--- src/rtl/id_pkg.sv ---
// Shared types and constants for the ID character framer and its decoder.
package id_pkg;

    typedef enum logic [1:0] {
        COLLECT,
        EMIT,
        GAP
    } state_t;

    typedef enum logic [1:0] {
        POS_FIRST,
        POS_SECOND,
        POS_REST
    } pos_t;

    localparam int ID_LEN = 10;
    localparam int ID_W   = 6;

    localparam logic [7:0] CH_A = 8'h41;
    localparam logic [7:0] CH_Z = 8'h5A;
    localparam logic [7:0] CH_a = 8'h61;
    localparam logic [7:0] CH_z = 8'h7A;
    localparam logic [7:0] CH_0 = 8'h30;
    localparam logic [7:0] CH_1 = 8'h31;
    localparam logic [7:0] CH_2 = 8'h32;
    localparam logic [7:0] CH_9 = 8'h39;

endpackage

--- src/rtl/id_char_decode.sv ---
// Combinational per-position format check and ASCII-to-code mapping.
// Build option ID_LOWERCASE_EN: the first position also accepts 'a'..'z'.
module id_char_decode
    import id_pkg::*;
(
    input  logic [7:0]      char_data,
    input  pos_t            pos,
    output logic [ID_W-1:0] code,
    output logic            legal
);

    always_comb begin
        code  = '0;
        legal = 1'b0;
        case (pos)
            POS_FIRST: begin
                if (char_data >= CH_A && char_data <= CH_Z) begin
                    legal = 1'b1;
                    code  = ID_W'(char_data - CH_A);
                end
`ifdef ID_LOWERCASE_EN
                else if (char_data >= CH_a && char_data <= CH_z) begin
                    legal = 1'b1;
                    code  = ID_W'(char_data - CH_a);
                end
`endif
            end
            POS_SECOND: begin
                if (char_data == CH_1 || char_data == CH_2) begin
                    legal = 1'b1;
                    code  = ID_W'(char_data - CH_0);
                end
            end
            default: begin
                if (char_data >= CH_0 && char_data <= CH_9) begin
                    legal = 1'b1;
                    code  = ID_W'(char_data - CH_0);
                end
            end
        endcase
    end

endmodule

--- src/rtl/id_char_framer.sv ---
// Buffers one 10-character ID, drops malformed frames, and replays good ones
// as a contiguous 10-cycle code burst followed by a forced idle gap.
//
// state   | meaning
// COLLECT | accepting characters, rx_cnt = next position
// EMIT    | driving buf[tx_cnt] on out_id, out_valid high
// GAP     | forced idle for GAP_CYCLES cycles before next frame
module id_char_framer
    import id_pkg::*;
#(
    parameter int GAP_CYCLES = 3,
    parameter int CNT_W      = 8
) (
    input  logic             clk,
    input  logic             rst_n,
    input  logic             char_valid,
    input  logic [7:0]       char_data,
    output logic             char_ready,
    output logic             out_valid,
    output logic [ID_W-1:0]  out_id,
    output logic             fmt_err,
    output logic [CNT_W-1:0] frame_cnt,
    output logic [CNT_W-1:0] err_cnt
);

    localparam logic [3:0] LAST_POS = 4'(ID_LEN - 1);
    localparam logic [3:0] GAP_LAST = 4'(GAP_CYCLES - 1);

    state_t          state;
    logic [3:0]      rx_cnt;
    logic [3:0]      tx_cnt;
    logic [3:0]      gap_cnt;
    pos_t            pos;
    logic [ID_W-1:0] code;
    logic            legal;
    logic            accept;
    logic [ID_W-1:0] id_buf [ID_LEN];

    assign char_ready = (state == COLLECT);
    assign accept     = char_valid && char_ready;

    always_comb begin
        pos = POS_REST;
        if (rx_cnt == 4'd0)
            pos = POS_FIRST;
        else if (rx_cnt == 4'd1)
            pos = POS_SECOND;
    end

    id_char_decode u_decode (
        .char_data (char_data),
        .pos       (pos),
        .code      (code),
        .legal     (legal)
    );

    // Buffer content is don't-care after reset, so it carries no reset.
    always_ff @(posedge clk) begin
        if (accept && legal)
            id_buf[rx_cnt] <= code;
    end

    always_ff @(posedge clk or negedge rst_n) begin
        if (!rst_n) begin
            state     <= COLLECT;
            rx_cnt    <= '0;
            tx_cnt    <= '0;
            gap_cnt   <= '0;
            out_valid <= 1'b0;
            out_id    <= '0;
            fmt_err   <= 1'b0;
            frame_cnt <= '0;
            err_cnt   <= '0;
        end else begin
            fmt_err <= 1'b0;
            case (state)
                COLLECT: begin
                    if (accept) begin
                        if (!legal) begin
                            rx_cnt  <= '0;
                            fmt_err <= 1'b1;
                            if (err_cnt != '1)
                                err_cnt <= err_cnt + 1'b1;
                        end else if (rx_cnt == LAST_POS) begin
                            rx_cnt    <= '0;
                            tx_cnt    <= '0;
                            state     <= EMIT;
                            out_valid <= 1'b1;
                            out_id    <= id_buf[0];
                        end else begin
                            rx_cnt <= rx_cnt + 4'd1;
                        end
                    end
                end
                EMIT: begin
                    // out_id is staged one beat ahead so it lines up with tx_cnt.
                    if (tx_cnt == LAST_POS) begin
                        state     <= GAP;
                        gap_cnt   <= '0;
                        out_valid <= 1'b0;
                        out_id    <= '0;
                        frame_cnt <= frame_cnt + 1'b1;
                    end else begin
                        tx_cnt <= tx_cnt + 4'd1;
                        out_id <= id_buf[tx_cnt + 4'd1];
                    end
                end
                GAP: begin
                    if (gap_cnt == GAP_LAST) begin
                        state   <= COLLECT;
                        gap_cnt <= '0;
                    end else begin
                        gap_cnt <= gap_cnt + 4'd1;
                    end
                end
                default: state <= COLLECT;
            endcase
        end
    end

endmodule
--- config.mk ---
export PLATFORM = sky130hd
export DESIGN_NAME = id_char_framer
export DESIGN_NICKNAME = d
export VERILOG_FILES = /design/src/rtl/id_pkg.sv /design/src/rtl/id_char_decode.sv /design/src/rtl/id_char_framer.sv
export SDC_FILE = /design/constraint.sdc
export NUM_CORES = 1
export LEC_CHECK = 0
export BUFFER_PORTS_ARGS = -buffer_cell sky130_fd_sc_hd__buf_2
export CORE_ASPECT_RATIO = 0.75
export CORE_MARGIN = 1.5
export CORE_UTILIZATION = 50
export DETAILED_ROUTE_END_ITERATION = 12
export PLACE_DENSITY_LB_ADDON = 0.05
export SYNTH_ARGS = -nofsm -noshare
export SYNTH_HDL_FRONTEND = slang
export SYNTH_SLANG_ARGS = --single-unit
--- constraint.sdc ---
create_clock -name clk -period 3.7 [get_ports clk]
set_clock_uncertainty 0.05 [all_clocks]
set_input_delay 0.185 -clock clk [delete_from_list [all_inputs] [get_ports clk]]
set_output_delay 0.185 -clock clk [all_outputs]
set_load 0.05 [all_outputs]
Yosys cells after proc, flatten, opt, wreduce, memory -nomap -nowiden
Memory sizes are Yosys's and may differ from the RTL's. Cells that the tools add are included.

Memory bits (writable): 60. Bits in registers: 38. Logic and storage cells: 97. Memories kept: 1. Output and inout port bits: 25. Input port bits: 11.

Memory list: id_buf (depth 10, width 6, rd ports 2, clocked after memory_dff 0, write ports 1, line id_char_framer.sv:37) `logic [ID_W-1:0] id_buf [ID_LEN];`.

Reduce and logical (&&, ||, !) cells: 18. Add/subtract/negate cells: 7. Equal/unequal tests: 16. Muxes and demuxes: 41. Bitwise gates (word level): 1. Order comparisons: 4.

Operator list (count): two-way mux 6 bit (7); two-way mux 4 bit (8); case mux 6 bit (2 select lines) (2); adder 8 x 1 -> 8 bit, second input constant (2); equality test 8 x 6 -> 1 bit, second input constant (2); case mux 4 bit (2 select lines) (2); AND reduction 5 bit (3); two-way mux 2 bit (7); adder 4 x 1 -> 4 bit, second input constant (3); two-way mux 1 bit (12); equality test 4 bit, second input constant (2); greater-or-equal comparator 8 x 6 -> 1 bit, second input constant (1); greater-or-equal comparator 8 x 7 -> 1 bit, second input constant (1); less-or-equal comparator 8 x 6 -> 1 bit, second input constant (1); less-or-equal comparator 8 x 7 -> 1 bit, second input constant (1); != test 8 bit, second input constant (1); AND reduction 4 bit (2); != test 2 x 1 -> 1 bit, second input constant (3); != test 2 bit, second input constant (3); case mux 2 bit (3 select lines) (1); AND reduction 2 bit (3); subtractor 6 x 1 -> 6 bit, second input constant (1); subtractor 6 bit, second input constant (1); equality test 2 x 1 -> 1 bit, second input constant (2); other kinds (10) (16).

Depth between registers and ports, before layout
Gate-level depths: netlist (run 1).

Depth after elaboration: 8. Mapped depth: 9. Gate-level depth less buffers: 7.

Hierarchy
A second synthesis (run 1) with hierarchy kept.

Cell total of the unflattened synthesis: 330. Area total of the unflattened synthesis: 4598.2 um^2.

By module, submodules not included: id_char_framer (area an instance 4194.0 um^2, cells each 275, times used 1, sequential area each 2752.6 um^2); id_char_decode (area an instance 404.1 um^2, cells each 55, times used 1, sequential area each 0.0 um^2).

Worst setup path after synthesis (run 1)
Ideal clock, no wire load.

Kind: reg-to-reg. From: reg rx_cnt[1]. To: mem id_buf[3][0] (enable). Path buffers: 1. Period minus slack after synthesis: 2.810 ns. Arrival: 2.374 ns. Setup slack: 0.890 ns. Required time: 3.264 ns. Stages on the path, launching flop included: 7. Library setup time: 0.386 ns. Cell sequence: dfrtp_1 -> or4b_1 -> or4b_4 -> nand3_4 -> buf_8 -> o21ai_4 -> nor4_1.

Word-level cells in the longest chain between the ends: 8. Elaborated cells on any way between the ends: 10. Classes of those cells: eq/ne (2); mux (5); reduce/logical (3).

RTL lines: from (decl) (line id_char_framer.sv:30) `logic [3:0] rx_cnt;`; from (signal assigned) (line id_char_framer.sv:91) `rx_cnt <= rx_cnt + 4'd1;`; equality test 4 x 1 -> 1 bit (line id_char_framer.sv:46) `else if (rx_cnt == 4'd1)`; two-way mux 2 bit (line id_char_framer.sv:46); two-way mux 2 bit (line id_char_framer.sv:44) `if (rx_cnt == 4'd0)`; equality test 2 x 1 -> 1 bit / zero test 2 bit (equally long branches) (line id_char_decode.sv:15) `case (pos)`; case mux 1 bit (2 select lines) (line id_char_decode.sv:15); logical AND 1 bit (line id_char_framer.sv:59) `if (accept && legal)`; two-way mux 1 bit (line id_char_framer.sv:59); two-way mux 1 bit (implied by the code) (line id_char_framer.sv:60) `id_buf[rx_cnt] <= code;`; to (decl) (line id_char_framer.sv:37).

Parallel ways exist; a longest one is shown, timed or not.

Worst setup path after layout (run 1)
From: reg rx_cnt[1]. To: mem id_buf[7][1] (enable).

Same word-level chain as after synthesis.

==> reports/results.ini, run 1 <==
[drt]
wl_per_cell_um = 17.9
drtIter0Drc = 193
vias = 2947
drtAntennaViolNets = 0
vias_per_cell = 5.66
drc = 0
wl_mm = 9.35
drtPass1Iterations = 4

[cts]
post-cts-setup-buffers = 0
cts_sinks = 98
cts_root_buffer = clkbuf_16
ctsResizeCount = 0
hold_buffers = 1
cts_tree = built
clk_latency_ns = 0.34
cts.htree.levels = 3
clk_pin_slew_ns = 0.06
clockBufferDepth = 2
cts_made_buffers = 9

[sta]
drv_slew = 0
max_freq_mhz = 357
tns_ns = 0
setup_viol = 0
hold_viol_final = 0
finalCriticalPeriod_ns = 2.80
rsz0062_at_grt = false
period_share = 0.757
worst_pin_slew_ns = 0.907
slew-limit-headroom = 0.393

[yosys]
async_flop_share = 0.388
ys_warn_count = 0
synth_ff_type = edfxtp_1
synthesis.nets = 366
ys_types = 65
ys_seq_area_frac = 0.589
synth_seq_cells = 98
syn_avg_cell_area_um2 = 13.6
synthCells = 343
syn_area_mm2 = 0.00467
synth-edff-count = 60

[layout]
drive_above_1_share = 0.237
mostFrequentLayoutCell = edfxtp_1
syn2layout_area_growth_pct = 13.1
regArea_mm2 = 0.00275
fin_nets = 411
multi_input_area_mm2 = 0.00180
n_fill_cell = 726
fin_area_mm2 = 0.00528
diodes = 0
final_cell_mix = 60 x edfxtp_1, 38 x dfrtp_1, 35 x buf_2, 26 x nand2_1

[setup_path]
worst_setup_path_start_kind = register
critPathKind = reg2reg
cp-end-kind = register
crit_fanout = 20
worst_ep_required_time_ns = 3.63
cp_data_arrival_time_ns = 2.73

[worst_hold_path]
hp-class = in2reg

[place]
dp_hpwl_mm = 6.55
port_buffers = 35
placed_area_mm2 = 0.00501
gp_congestion = 0.859

[grt]
grt_pass1_wl_mm = 15.1
grt_max_degree = 39
grt_pass1_vias = 2762
antenna_found_initial = 0
overflow = 0
grt_usage = 0.206

[die]
row_count = 30
initial_core_util = 0.516
die_w_um = 115
core_area_mm2 = 0.00905
io_pins = 36
die-area_mm2 = 0.00993
die_h_um = 86.7

[power]
ir_drop_mv = 0.468
power.density_mw_per_mm2 = 450
p_leak_nw = 2.18

[outcome]
outcome = complete, no violations

[job]
cap_violations = 0

==> cell usage after synthesis, drive strengths merged (2+ instances only) <==
cell,count,area share
mux4,12,0.058
xnor2,8,0.015
o211ai,4,0.0075
xor2,9,0.017
nor2b,2,0.0027
nor3,14,0.015
nand2,26,0.021
or4b,2,0.0051
mux2,9,0.022
and3,2,0.0027
dfrtp,38,0.20
o21ai,18,0.022
or2,2,0.0027
ha,12,0.032
edfxtp,60,0.39
mux2i,13,0.028
or3b,3,0.0056
a21oi,4,0.0043
nor4b,3,0.0056
inv,11,0.0088
clkbuf,6,0.0048
nand3,8,0.011
nor3b,2,0.0043
nor2,17,0.014
nor4,5,0.0080
a21o,2,0.0032
o21bai,3,0.0048
buf,7,0.012
nand2b,6,0.0080
nand4,5,0.0067
and4,2,0.0038
nand3b,2,0.0032
o221ai,6,0.011
o31ai,4,0.010
==> metal layers <==
metal,up-vias,global-route usage,share of wire
met5,-,0,0
met4,0,0.0682,0.013
met3,11,0.0476,0.053
met2,75,0.299,0.44
met1,1468,0.308,0.49
li1,1393,-,-
==> per-stage QoR <==
stage                      util  worst slack (ns)  power (W)  hold WS [ns]  std cells
final                     0.584             0.899    0.00238        0.0770        521
after global placement    0.554             0.940    0.00156         0.293        504
after detailed placement  0.554             0.887    0.00156         0.292        504
after global routing      0.584             0.763    0.00246        0.0972        521
after floorplan               -             0.890    0.00147        -0.161        343
after CTS                 0.584             0.897    0.00240        0.0654        521
==> power by group <==
| group | total (W) | internal, W | switching, W |
|---|---|---|---|
| combinational | 0.000290 | 0.0000778 | 0.000212 |
| clock | 0.000837 | 0.000454 | 0.000383 |
| sequential | 0.00125 | 0.00120 | 0.0000514 |
==> state kept, by name, indices dropped and copies added, names as in the netlist <==
| signal | count |
|---|---|
| err_cnt | 8 |
| fmt_err | 1 |
| frame_cnt | 8 |
| gap_cnt | 4 |
| id_buf | 60 |
| out_id | 6 |
| out_valid | 1 |
| rx_cnt | 4 |
| state | 2 |
| tx_cnt | 4 |
==> worst max-delay path, stage by stage, from the launching register on <==
cell and delay [ns]:
dfrtp_1 0.48, or4b_1 0.50, or4b_4 0.54, nand3_4 0.26, o211ai_2 0.16, nor2_1 0.44
==> cells by family after synthesis <==
logic type                 synth area share
AOI/OAI and AO/OA                    0.0825
DFF                                   0.589
buffers and inverters                0.0257
muxes                                 0.107
xor gates and xnor gates             0.0319
adders and majority gates            0.0322
and+or+nand+nor                       0.131
==> worst paths after layout <==
path / startpoint / to / slack (ns) / cells past startpoint
max reg2reg: rx_cnt[1] / id_buf[7][1] / 0.90 / 5
max in group asynchronous: rst_n / rx_cnt[1] / 2.60 / 2
min in group asynchronous: rst_n / err_cnt[0] / 0.45 / 2
min: char_valid / out_valid / 0.08 / 3
max: rx_cnt[1] / id_buf[7][1] / 0.90 / 5
min reg2reg: frame_cnt[7] / frame_cnt[7] / 0.42 / 1
==> final cells by class <==
type,instances,area share
Sequential cell,98,0.521
Multi-Input combinational cell,221,0.340
Timing Repair Buffer,47,0.0507
Clock buffer,11,0.0441
Tap cell,128,0.0303
Inverter,11,0.00782
Clock inverter,5,0.00592
Note: power is estimated with default switching activity, not from simulation.
==> run 2: changes to the inputs <==
==> constraint.sdc (replaced) <==
create_clock -name clk -period 2.8 [get_ports clk]
set_clock_uncertainty 0.05 [all_clocks]
set_input_delay 0.14 -clock clk [delete_from_list [all_inputs] [get_ports clk]]
set_output_delay 0.14 -clock clk [all_outputs]
set_load 0.05 [all_outputs]
==> reports/results.ini, run 2 (synthesis gave the netlist of run 1 again) <==
[die]
initial_core_util = 0.516
die-area_mm2 = 0.00993
die_h_um = 86.7
core_area_mm2 = 0.00905
io_pins = 36
row_count = 30
die_w_um = 115

[sta]
drv_slew = 0
setup_viol = 0
hold_viol_final = 0
max_freq_mhz = 398
tns_ns = 0
period_share = 0.898
rsz0062_at_grt = false
finalWorstSetupSlack_ns = 0.285
slew-limit-headroom = 0.427
finalCriticalPeriod_ns = 2.52
worst_pin_slew_ns = 0.859

[drt]
wl_mm = 9.59
drtPass1Iterations = 4
vias = 2948
drtAntennaViolNets = 0
wl_met1_mm = 4.69
vias_per_cell = 5.54
highest_layer = met4
wl_per_cell_um = 18.0
met2_length_mm = 4.30
dr_wl_met3_um = 468
drtIter0Drc = 163
drc = 0

[layout]
regMostFlops = id_buf
largest_reg_flops = 60
n_fill_cell = 735
largestRegisters = id_buf (60), err_cnt (8), frame_cnt (8)
syn2layout_area_growth_pct = 15.6
fin_area_mm2 = 0.00540
multi_input_area_mm2 = 0.00180
mostFrequentLayoutCell = edfxtp_1
regArea_mm2 = 0.00275
fin_nets = 422
layout.cells.non_filler = 532
diodes = 0
final_cell_mix = 60 x edfxtp_1, 38 x dfrtp_1, 35 x buf_2, 26 x nand2_1, 22 x buf_4
drive_above_1_share = 0.262
final_core_util = 0.597

[setup_path]
cp_data_arrival_time_ns = 2.69
worst_setup_path_start_kind = register
worst_ep_required_time_ns = 2.98
cp-end-kind = register
critPathKind = reg2reg
crit_fanout = 13

[cts]
post-cts-setup-buffers = 0
clk_pin_slew_ns = 0.07
cts_tree = built
clk_latency_ns = 0.34
clockBufferDepth = 2
cts.htree.levels = 3
cts_sinks = 98
cts_root_buffer = clkbuf_16
cts_made_buffers = 9

[grt]
grt_usage = 0.214
overflow = 0
grt_pass1_vias = 2907
grt_pass1_wl_mm = 15.6
grt_max_degree = 39
antenna_found_initial = 0

[place]
placed_cells = 515
dp_hpwl_mm = 6.81
placed_area_mm2 = 0.00510
port_buffers = 35
pre_cts_ws_ns = 0.195
gp_congestion = 0.821

[power]
power.density_mw_per_mm2 = 601
p_leak_nw = 2.25
ir_drop_mv = 0.560

[outcome]
outcome = complete, no violations

[job]
cap_violations = 0

[worst_hold_path]
hp-class = in2reg

[run 2: path summary, 6_finish.rpt]
check                      cells past startpoint  slack [ns]         start           end
setup reg to reg                               7        0.28     rx_cnt[1]     out_id[2]
min in group asynchronous                      2        0.39         rst_n     rx_cnt[3]
setup / recovery                               7        0.28     rx_cnt[1]     out_id[2]
hold reg to reg                                1        0.42  frame_cnt[7]  frame_cnt[7]
max in group asynchronous                      2        1.77         rst_n     tx_cnt[0]
hold / removal                                 3        0.02    char_valid     out_valid
[run 2: area by class of cell]
type | instances | share of cell area
clock inverter | 7 | 0.0125
inverter | 11 | 0.00765
clock buffer | 9 | 0.0417
multi-input combinational | 221 | 0.334
timing repair buffer | 58 | 0.0649
sequential | 98 | 0.510
tap | 128 | 0.0297
[run 2: where the power goes]
part	total, W	internal [W]	switching (W)
Sequential	0.00165	0.00158	0.0000646
Combinational	0.000386	0.000104	0.000282
Clock	0.00121	0.000689	0.000521
[run 2: worst max-delay path, stage by stage (launching register included)]
cell and delay [ns]:
dfrtp_1 0.40, buf_4 0.17, nor3_1 0.35, or3_1 0.24, nand3_4 0.16, buf_4 0.24
o31ai_4 0.40, mux2_2 0.39
[run 2: stage by stage]
step	hold slack, ns	total power [W]
after detailed placement	0.255	0.00207
after floorplan	-0.206	0.00195
after global placement	0.251	0.00206
after global routing	0.0345	0.00338
after CTS	0.00831	0.00328
final	0.0214	0.00324
[run 2: per-layer routing]
layer / track usage / up-vias
met4: 0.0670 / 0
met5: 0 / -
li1: - / 1417
met2: 0.316 / 67
met1: 0.314 / 1455
met3: 0.0517 / 9
[run 2: timing repair]
action / 4_1_cts / 5_1_grt
setup endpoints to repair: 0 / 10
resized for setup: 0 / 1
endpoints found under the hold margin: 38 / 0
hold buffers: 1 / 0
==> run 3: changes to the inputs <==
--- a/config.mk
+++ b/config.mk
@@ -9,6 +9,7 @@
 export CORE_ASPECT_RATIO = 0.75
 export CORE_MARGIN = 1.5
 export CORE_UTILIZATION = 50
+export CTS_BUF_LIST = sky130_fd_sc_hd__clkbuf_8
 export DETAILED_ROUTE_END_ITERATION = 12
 export PLACE_DENSITY_LB_ADDON = 0.05
 export SYNTH_ARGS = -nofsm -noshare
==> reports/results.ini, run 3 (synthesis gave the netlist of run 1 again) <==
[cts]
cts_sinks = 98
cts_made_buffers = 9
cts_root_buffer = clkbuf_8
clk_pin_slew_ns = 0.09
clockBufferDepth = 2
cts.htree.levels = 3
post-cts-setup-buffers = 0
clk_latency_ns = 0.37
cts_tree = built

[layout]
layout.cells.non_filler = 533
largestRegisters = id_buf (60), err_cnt (8), frame_cnt (8)
syn2layout_area_growth_pct = 13.7
diodes = 0
drive_above_1_share = 0.262
regMostFlops = id_buf
mostFrequentLayoutCell = edfxtp_1
fin_nets = 423
final_cell_mix = 60 x edfxtp_1, 38 x dfrtp_1, 35 x buf_2, 26 x nand2_1, 22 x buf_4
largest_reg_flops = 60
n_fill_cell = 749

[sta]
tns_ns = 0
slew-limit-headroom = 0.422
finalWorstSetupSlack_ns = 0.287
setup_viol = 0
max_freq_mhz = 398
rsz0062_at_grt = false
finalCriticalPeriod_ns = 2.51
whs_ns = 0.278
worst_pin_slew_ns = 0.868
hold_viol_final = 0
drv_slew = 0
period_share = 0.897

[place]
gp_congestion = 0.821
pre_cts_ws_ns = 0.195
placed_cells = 515
dp_hpwl_mm = 6.81
port_buffers = 35

[drt]
drtPass1Iterations = 4
vias = 2970
vias_per_cell = 5.57
drtIter0Drc = 189
drc = 0
wl_mm = 9.61
drtAntennaViolNets = 0
wl_per_cell_um = 18.0

[power]
p_leak_nw = 2.21
ir_drop_mv = 0.559
p_total_w = 0.00293
power.density_mw_per_mm2 = 552

[setup_path]
cp_data_arrival_time_ns = 2.55
worst_setup_path_start_kind = register
worst_ep_required_time_ns = 2.84
critPathKind = reg2reg
cp-end-kind = register
crit_fanout = 10

[die]
die_h_um = 86.7
die_w_um = 115
core_area_mm2 = 0.00905
initial_core_util = 0.516
row_count = 30
die-area_mm2 = 0.00993
io_pins = 36

[grt]
antenna_found_initial = 0
grt_pass1_wl_mm = 15.6
grt_pass1_vias = 2875
grt_usage = 0.213
overflow = 0
grt_max_degree = 39

[worst_hold_path]
hp-class = in2reg

[outcome]
outcome = complete, no violations

[job]
cap_violations = 0

-- run 3: layout make-up --
| cell class | instances | area (um2) | area share |
|---|---|---|---|
| clock buffer | 9 | 124 | 0.0233 |
| clock inverter | 7 | 67.6 | 0.0127 |
| inverter | 11 | 41.3 | 0.00778 |
| multi-input combinational | 221 | 1800 | 0.340 |
| sequential | 98 | 2750 | 0.519 |
| tap | 128 | 160 | 0.0302 |
| timing repair buffer | 59 | 360 | 0.0679 |
-- run 3: path summary, 6_finish.rpt --
kind                              start            to  slack [ns]  cells after the start
max                           rx_cnt[1]  id_buf[1][1]        0.29                      7
min                        char_data[1]  id_buf[8][1]        0.28                      4
max reg2reg                   rx_cnt[1]  id_buf[1][1]        0.29                      7
min reg2reg                frame_cnt[7]  frame_cnt[7]        0.42                      1
max in group asynchronous         rst_n     rx_cnt[1]        1.79                      2
min in group asynchronous         rst_n    err_cnt[3]        0.37                      2
-- run 3: worst max-delay path, cell delays in order (launching register included) --
cell and delay [ns]:
dfrtp_1 0.41, buf_4 0.17, nor3_1 0.35, or4b_4 0.53, nand3_4 0.17, o21ai_4 0.12, nor4_1 0.22, buf_4 0.22
-- run 3: stage by stage --
step	area, um2	utilization
5_1_grt	5310	0.587
3_5_place_dp	5100	0.563
4_1_cts	5310	0.587
2_1_floorplan	4680	-
6_report	5310	0.587
3_3_place_gp	5100	0.563
-- run 3: power breakdown --
group / switching [W] / total (W) / internal, W
clock network: 0.000485 / 0.000895 / 0.000410
registers: 0.0000650 / 0.00165 / 0.00158
logic: 0.000283 / 0.000388 / 0.000105
total: 0.000833 / 0.00293 / 0.00210
-- run 3: routing by layer --
layer | share of wire | track usage | vias up
met5 | 0 | 0 | -
met1 | 0.51 | 0.313 | 1470
met4 | 0.013 | 0.0602 | 0
li1 | - | - | 1421
met2 | 0.44 | 0.313 | 65
met3 | 0.040 | 0.0580 | 14
-- run 3: what timing repair did --
action | in CTS | in global routing
gates resized for setup | 0 | 1
endpoints found under the hold margin | 39 | 0
setup endpoints to repair | 0 | 10
hold buffers | 2 | 0
